$ cat config.mk
export PLATFORM = sky130hd
export DESIGN_NAME = wb_port_arbiter
export DESIGN_NICKNAME = d
export VERILOG_FILES = /design/src/rtl/wb_arb_pkg.sv /design/src/rtl/wb_data_mux.sv /design/src/rtl/wb_port_arbiter.sv
export SDC_FILE = /design/constraint.sdc
export NUM_CORES = 1
export LEC_CHECK = 0
export CORE_UTILIZATION = 35
export CTS_CLUSTER_SIZE = 14
export DETAILED_ROUTE_END_ITERATION = 8
export GPL_ROUTABILITY_DRIVEN = 0
export PLACE_DENSITY = 0.74
export REMOVE_ABC_BUFFERS = 1
export SYNTH_ARGS = -nofsm -noshare
export SYNTH_HDL_FRONTEND = slang
export SYNTH_SLANG_ARGS = --single-unit
$ cat constraint.sdc
create_clock -name clk -period 6.2 [get_ports clk]
set_clock_uncertainty 0.05 [all_clocks]
set_input_delay 1.24 -clock clk [delete_from_list [all_inputs] [get_ports clk]]
set_output_delay 1.24 -clock clk [all_outputs]
set_load 0.02 [all_outputs]
$ cat src/rtl/wb_arb_pkg.sv
// Shared types and constants for the writeback port arbiter.
//   state_t  : arbiter FSM state (requester granted in the previous cycle)
//   SEL_R0/1 : writeback mux select encodings (0 = ALU path, 1 = mult/div)
//   REG_ZERO : architectural zero register; writes to it are suppressed
package wb_arb_pkg;

  typedef enum logic [1:0] {
    IDLE = 2'd0,
    GNT0 = 2'd1,
    GNT1 = 2'd2
  } state_t;

  localparam logic SEL_R0 = 1'b0;
  localparam logic SEL_R1 = 1'b1;

  localparam int unsigned REG_ZERO = 0;

endpackage

$ cat src/rtl/wb_data_mux.sv
// 2:1 select of a packed {addr,data} writeback word.
// Ports:
//   sel  in   1               0 selects in0, 1 selects in1
//   in0  in   ADDR_W+DATA_W   R0 {addr,data}
//   in1  in   ADDR_W+DATA_W   R1 {addr,data}
//   out  out  ADDR_W+DATA_W   selected {addr,data} (combinational)
module wb_data_mux #(
  parameter int unsigned DATA_W = 32,
  parameter int unsigned ADDR_W = 5
) (
  input  logic                     sel,
  input  logic [ADDR_W+DATA_W-1:0] in0,
  input  logic [ADDR_W+DATA_W-1:0] in1,
  output logic [ADDR_W+DATA_W-1:0] out
);

  assign out = sel ? in1 : in0;

endmodule

$ cat src/rtl/wb_port_arbiter.sv
// Round-robin arbiter with bounded hold sharing the register-file write port
// between the ALU result path (R0) and the multi-cycle unit (R1). Grants and
// acks are combinational; the write port is registered (1-cycle latency).
// Optional feature macro: WB_ARB_STATS_EN adds grant/conflict counters.
// Ports:
//   clk, reset              clock (rising edge), async active-high reset
//   req0_i/addr0_i/data0_i  R0 request, held until ack0_o
//   req1_i/addr1_i/data1_i  R1 request, held until ack1_o
//   ack0_o, ack1_o          1-cycle accept pulses (never both)
//   sel_o                   source of the registered write (0=R0, 1=R1)
//   we_o, waddr_o, wdata_o  registered register-file write port
//   grant_cnt0_o/1_o        (WB_ARB_STATS_EN) accepted grants per requester
//   conflict_cnt_o          (WB_ARB_STATS_EN) cycles with both requesting
module wb_port_arbiter
  import wb_arb_pkg::*;
#(
  parameter int unsigned DATA_W   = 32,
  parameter int unsigned ADDR_W   = 5,
  parameter int unsigned MAX_HOLD = 4
) (
  input  logic              clk,
  input  logic              reset,
  input  logic              req0_i,
  input  logic [ADDR_W-1:0] addr0_i,
  input  logic [DATA_W-1:0] data0_i,
  input  logic              req1_i,
  input  logic [ADDR_W-1:0] addr1_i,
  input  logic [DATA_W-1:0] data1_i,
  output logic              ack0_o,
  output logic              ack1_o,
  output logic              sel_o,
  output logic              we_o,
  output logic [ADDR_W-1:0] waddr_o,
  output logic [DATA_W-1:0] wdata_o
`ifdef WB_ARB_STATS_EN
  ,
  output logic [31:0]       grant_cnt0_o,
  output logic [31:0]       grant_cnt1_o,
  output logic [31:0]       conflict_cnt_o
`endif
);

  localparam int unsigned HW = $clog2(MAX_HOLD + 1);
  localparam logic [HW-1:0] HOLD_MAX = HW'(MAX_HOLD);

  state_t            state;
  logic              rr_ptr;
  logic [HW-1:0]     hold_cnt;

  logic              gnt_vld;
  logic              gnt_sel;
  logic              same_req;
  logic [HW-1:0]     hold_nxt;
  logic [ADDR_W+DATA_W-1:0] mux_out;
  logic [ADDR_W-1:0] mux_addr;
  logic [DATA_W-1:0] mux_data;

  always_comb begin
    gnt_vld = 1'b0;
    gnt_sel = SEL_R0;
    if (req0_i && req1_i) begin
      gnt_vld = 1'b1;
      case (state)
        GNT0:    gnt_sel = (hold_cnt < HOLD_MAX) ? SEL_R0 : SEL_R1;
        GNT1:    gnt_sel = (hold_cnt < HOLD_MAX) ? SEL_R1 : SEL_R0;
        default: gnt_sel = rr_ptr;
      endcase
    end else if (req0_i) begin
      gnt_vld = 1'b1;
      gnt_sel = SEL_R0;
    end else if (req1_i) begin
      gnt_vld = 1'b1;
      gnt_sel = SEL_R1;
    end
  end

  // Acks are suppressed during reset even though requests may still be high.
  assign ack0_o = gnt_vld && (gnt_sel == SEL_R0) && !reset;
  assign ack1_o = gnt_vld && (gnt_sel == SEL_R1) && !reset;

  always_comb begin
    same_req = ((state == GNT0) && (gnt_sel == SEL_R0)) ||
               ((state == GNT1) && (gnt_sel == SEL_R1));
    hold_nxt = '0;
    if (gnt_vld) begin
      if (!same_req)
        hold_nxt = HW'(1);
      else if (hold_cnt < HOLD_MAX)
        hold_nxt = hold_cnt + HW'(1);
      else
        hold_nxt = hold_cnt;
    end
  end

  wb_data_mux #(
    .DATA_W (DATA_W),
    .ADDR_W (ADDR_W)
  ) u_mux (
    .sel (gnt_sel),
    .in0 ({addr0_i, data0_i}),
    .in1 ({addr1_i, data1_i}),
    .out (mux_out)
  );

  assign mux_addr = mux_out[ADDR_W+DATA_W-1:DATA_W];
  assign mux_data = mux_out[DATA_W-1:0];

  always_ff @(posedge clk or posedge reset) begin
    if (reset) begin
      state          <= IDLE;
      rr_ptr         <= SEL_R0;
      hold_cnt       <= '0;
      we_o           <= 1'b0;
      sel_o          <= SEL_R0;
      waddr_o        <= '0;
      wdata_o        <= '0;
`ifdef WB_ARB_STATS_EN
      grant_cnt0_o   <= '0;
      grant_cnt1_o   <= '0;
      conflict_cnt_o <= '0;
`endif
    end else begin
      hold_cnt <= hold_nxt;
      if (gnt_vld) begin
        state   <= (gnt_sel == SEL_R1) ? GNT1 : GNT0;
        rr_ptr  <= ~gnt_sel;
        // Writes to the zero register are acked but never reach the file.
        we_o    <= (mux_addr != ADDR_W'(REG_ZERO));
        sel_o   <= gnt_sel;
        waddr_o <= mux_addr;
        wdata_o <= mux_data;
      end else begin
        state   <= IDLE;
        we_o    <= 1'b0;
      end
`ifdef WB_ARB_STATS_EN
      if (ack0_o)
        grant_cnt0_o <= grant_cnt0_o + 32'd1;
      if (ack1_o)
        grant_cnt1_o <= grant_cnt1_o + 32'd1;
      if (req0_i && req1_i)
        conflict_cnt_o <= conflict_cnt_o + 32'd1;
`endif
    end
  end

endmodule

---- Word-level counts from Yosys, hierarchy flattened ----
Index checks and enable logic that the tools add are counted.
W data, S select, Z words.
storage, ports and cells
  register bits ........................... 45
  bits of input ports ..................... 78
  output and inout port bits .............. 41
cells by class
  mux-type cells .......................... 15
  bitwise operators ....................... 1
  reductions and logical operators ........ 10
  add/subtract/negate cells ............... 1
  magnitude comparators ................... 1
  equal/unequal tests ..................... 3
operators by type and width
  kind                   count
  $mux W37               1
  $mux W3                3
  $mux W1                8
  $logic_and A1 B1 Y1    7
  $reduce_bool A5 Y1     1
  $mux W2                2
  $add A3 B1 Y3 const B  1
  $lt A3 B3 Y1 const B   1
  $ne A3 B2 Y1 const B   1
  $eq A2 B1 Y1 const B   1
  $eq A2 B2 Y1 const B   1
  $pmux W1 S2            1
  $logic_not A1 Y1       1
  $logic_or A1 B1 Y1     1
  $not A1 Y1             1

---- Depth between registers and ports, before layout ----
  depth after elaboration ................. 9
  depth in mapped cells ................... 8
  mapped depth without buffers ............ 6

---- Hierarchy ----
A second synthesis with hierarchy kept.
second synthesis, totals
  cell total of the unflattened synthesis .. 166
  area total of the unflattened synthesis .. 2387.3 sq um
by module, submodules not included
  module           area each (sq um)  instances  cells an instance
  wb_port_arbiter  1786.7             1          125
  wb_data_mux      600.6              1          41

---- Worst setup path before layout ----
No wires, ideal clock.
  kind .................................... in2out
  start ................................... input reset
  end ..................................... output ack1_o
  stages .................................. 2
  data required time ...................... 4.910 ns
  arrival time ............................ 2.556 ns
  buffers on the path ..................... 0
  path slack .............................. 2.354 ns
  cells stage by stage .................... inv_1 > and2_1
between the ends
  word-level cells in the longest chain between the ends .. 2
RTL lines
  element                            RTL line               RTL
  from (decl)                        wb_port_arbiter.sv:22  input logic reset,
  $logic_not A1 Y1 (no source line)  -
  $logic_and A1 B1 Y1                wb_port_arbiter.sv:79  assign ack1_o = gnt_vld && (gnt_sel == SEL_R1) && !reset;
  to (decl)                          wb_port_arbiter.sv:30  output logic ack1_o,
No other way between the ends.

---- Worst setup path after layout ----
  start ................................... input req0_i
  end ..................................... output ack1_o
between the ends
  word-level cells in the longest chain between the ends .. 4
  elaborated cells on any way between the ends .. 7
RTL lines
  element                                         RTL line                                      RTL
  from (decl)                                     wb_port_arbiter.sv:23                         input logic req0_i,
  $mux W1 or $logic_and A1 B1 Y1 (tied branches)  wb_port_arbiter.sv:68, wb_port_arbiter.sv:61
  $mux W1                                         wb_port_arbiter.sv:61                         if (req0_i && req1_i) begin
  $logic_and A1 B1 Y1 (*) (2 in series)           wb_port_arbiter.sv:79
Mark *: on every way between the ends. The rest lies on a longest branch, timed or not.

==> summary.md <==
| Metric | Value |
|---|---|
| Maximum vdd ir drop | 121 uV |
| Worst r2r src | state[0] |
| Share of Yosys cell area claimed by the top area cell type | 0.550 |
| Crit path kind | input port to output port |
| Crit start category | input port |
| GRT Util Overall | 0.184 |
| Worst Setup EP | ack1_o |
| Clock power frac | 0.193 |
| Final wirelength | 5400 microns |
| Crit path from | req0_i |
| Power Internal | 631 uW |
| Sequential Area | 0.00113 sq mm |
| Starting Density | 0.367 |
| Clock Latency Late Sink | 0.28 ns |
| Vias | 1739 |
| Total gr overflow | 0 |
| TritonRoute pass-1 iters | 4 |
| First DRT Iteration DRCs | 59 |
| R2r worst-path depth | 6 |
| Commonest non-fill, non-tap cell in the layout | clkdlybuf4s50_1 |
| Final hold violations | 0 |
| Reg clk slew, reported paths | 0.07 ns |
| TritonCTS clock tree | yes |
| Post-Synthesis Cells | 166 |
| Port bufs | 118 |
| Mapped Area | 0.00205 sq mm |
| Crit Path Max Fanout | 46 |
| DRC viols | 0 |
| WP data arrival | 3.64 ns |
| Cell Rows | 27 |
| Cell area power density | 275 mW/mm^2 |
| Vias in the first global route | 1814 |
| Filler cell count in the final layout | 505 |
| DP HPWL | 3740 microns |
| Clock buffer depth | 2 |
| Fin crit share | 0.795 |
| Ys async rst share | 1.00 |
| Mean number of vias per cell | 4.94 |
| Pleak | 1.55 nW |
| Reg2Reg Setup Slack | 3.59 ns |
| Die X | 78.5 microns |
| Max Cap Violations | 0 |
| CORE AREA | 0.00557 sq mm |
| Synth area leader | dfrtp_1 |
| # nets final | 361 |
| Sink Count | 45 |
| Fmax | 0.203 GHz |
| I/O Pins | 119 |
| Worst slew pin tran | 0.990 ns |
| Max Slew Vio Count | 0 |
| Critical Path RT | 4.91 ns |
| Dominant synthesized flop cell | dfrtp_1 |
| Post-layout min period | 4.93 ns |
| Final setup TNS | 0 ns |
| Post-CTS Resized | 0 |
| Sw Share | 0.310 |
| Routed Antenna Nets | 0 |
| Initial antenna violation count | 0 |
| Layout cells sized above 1 | 0.0464 |
| Area of the multi-input gates | 817 sq um |
| RSZ-0062 raised after global routing | no |
| Most frequent cells in the layout | 118 x clkdlybuf4s50_1, 45 x dfrtp_1, 33 x a21o_1 |
| Seq/Total Area, Yosys | 0.550 |
| Hold Path Class | register to register |
| Synth area leaders | dfrtp_1 55%, a22o_1 14%, a21o_1 12% |
| First-pass GRT wire length | 8760 microns |
| Synth warn | 0 |
| CTS Buf Count | 5 |
| Root Buffer | clkbuf_8 |
| Syn_area_per_cell | 12.3 sq um |
| Total Die Area | 0.00615 sq mm |
| Largest net degree at the start of global routing | 48 |
| Status | complete, no violations |
| Area growth syn-to-layout | 62.8% |
| # diodes | 0 |
| Post-CTS Setup Inserts | 0 |
| Psw | 283 uW |
| PnR worst setup slack | 1.27 ns |
| Final setup viols | 0 |
| CTS HTree Levels | 2 |
| Worst Hold Path Cells | 2 |
| Synth unique cells | 23 |
| Worst rel slew slack | 0.340 |
| Yosys reg bits | 45 |
| Number of flops mapped to enable cells by yosys | 0 |
| Setup WS pre-CTS | 1.25 ns |
| Cts hold-fix bufs | 0 |
| Logic pwr share | 0.393 |
| Critical path endpoint category | output port |
| FF-to-FF End | wdata_o[19] |
| Seq pwr share | 0.414 |
| Die Ht | 78.5 microns |
| DR WL/cell | 15.3 microns |
## how the worst min path moves through the flow
stage / start / endpoint / slack [ns]
6_report: waddr_o[4] / waddr_o[4] / 0.43
5_1_grt: sel_o / sel_o / 0.45
4_1_cts: sel_o / sel_o / 0.44
3_5_place_dp: sel_o / sel_o / 0.42
3_3_place_gp: waddr_o[2] / waddr_o[2] / 0.42
2_1_floorplan: rr_ptr / rr_ptr / 0.41
## flip-flops by register name, summed over array words and instances (netlist names)
register  cells
wdata_o      32
waddr_o       5
hold_cnt      3
state         2
rr_ptr        1
sel_o         1
we_o          1
## through the flow
| step | power (mW) | std cells | hold WS [ns] | util | instance area (sq um) |
|---|---|---|---|---|---|
| finish | 0.915 | 352 | 0.434 | 0.598 | 3330 |
| global route | 0.971 | 352 | 0.453 | 0.598 | 3330 |
| CTS | 0.928 | 352 | 0.437 | 0.598 | 3330 |
| detailed placement | 0.746 | 345 | 0.419 | 0.582 | 3240 |
| global placement | 0.742 | 345 | 0.415 | 0.582 | 3240 |
| floorplan | 0.563 | 153 | 0.412 | - | 1950 |
## layer usage
metal  track usage  wire, microns
met5             0              0
met4        0.0444             35
met3        0.0488            324
met2         0.316           2700
met1         0.230           2340
## layout make-up
type,count,area share
Clock buffer,7,0.0259
Inverter,4,0.00451
Sequential cell,45,0.338
Timing Repair Buffer,120,0.359
Tap cell,72,0.0270
Multi-Input combinational cell,104,0.245
## critical path, stage by stage
cell             delay (ns)
clkdlybuf4s50_1        0.52
nand3b_1               0.15
o311a_2                0.86
and2_1                 0.25
clkdlybuf4s50_1        0.61
## Yosys cell counts (2+ instances only)
library cell and number:
dfrtp_1 45, a21o_1 33, a22o_1 32, mux2i_1 7
nor3_1 6, nand2_1 5, o21ai_0 5, buf_4 4
buf_6 4, inv_1 4, nor2_1 4, clkbuf_1 3
ha_1 3, buf_2 2
## power by group through the flow
stage,Sequential [mW],Combinational (mW),Clock (mW)
floorplan,0.443,0.120,0
global placement,0.383,0.359,0
detailed placement,0.383,0.363,0
CTS,0.379,0.364,0.185
global route,0.387,0.387,0.198
finish,0.379,0.359,0.176
## cell families (layout without fill, tap and decap cells)
logic type,after synthesis,after routing,share of synthesized area
compound gates,73,73,0.284
fa+ha+maj,3,3,0.0184
flops,45,45,0.550
xor+xnor,1,1,0.00428
mux,8,8,0.0416
buf+inv,17,131,0.0544
simple gates,19,19,0.0471
Note: power is estimated with default switching activity, not from simulation.
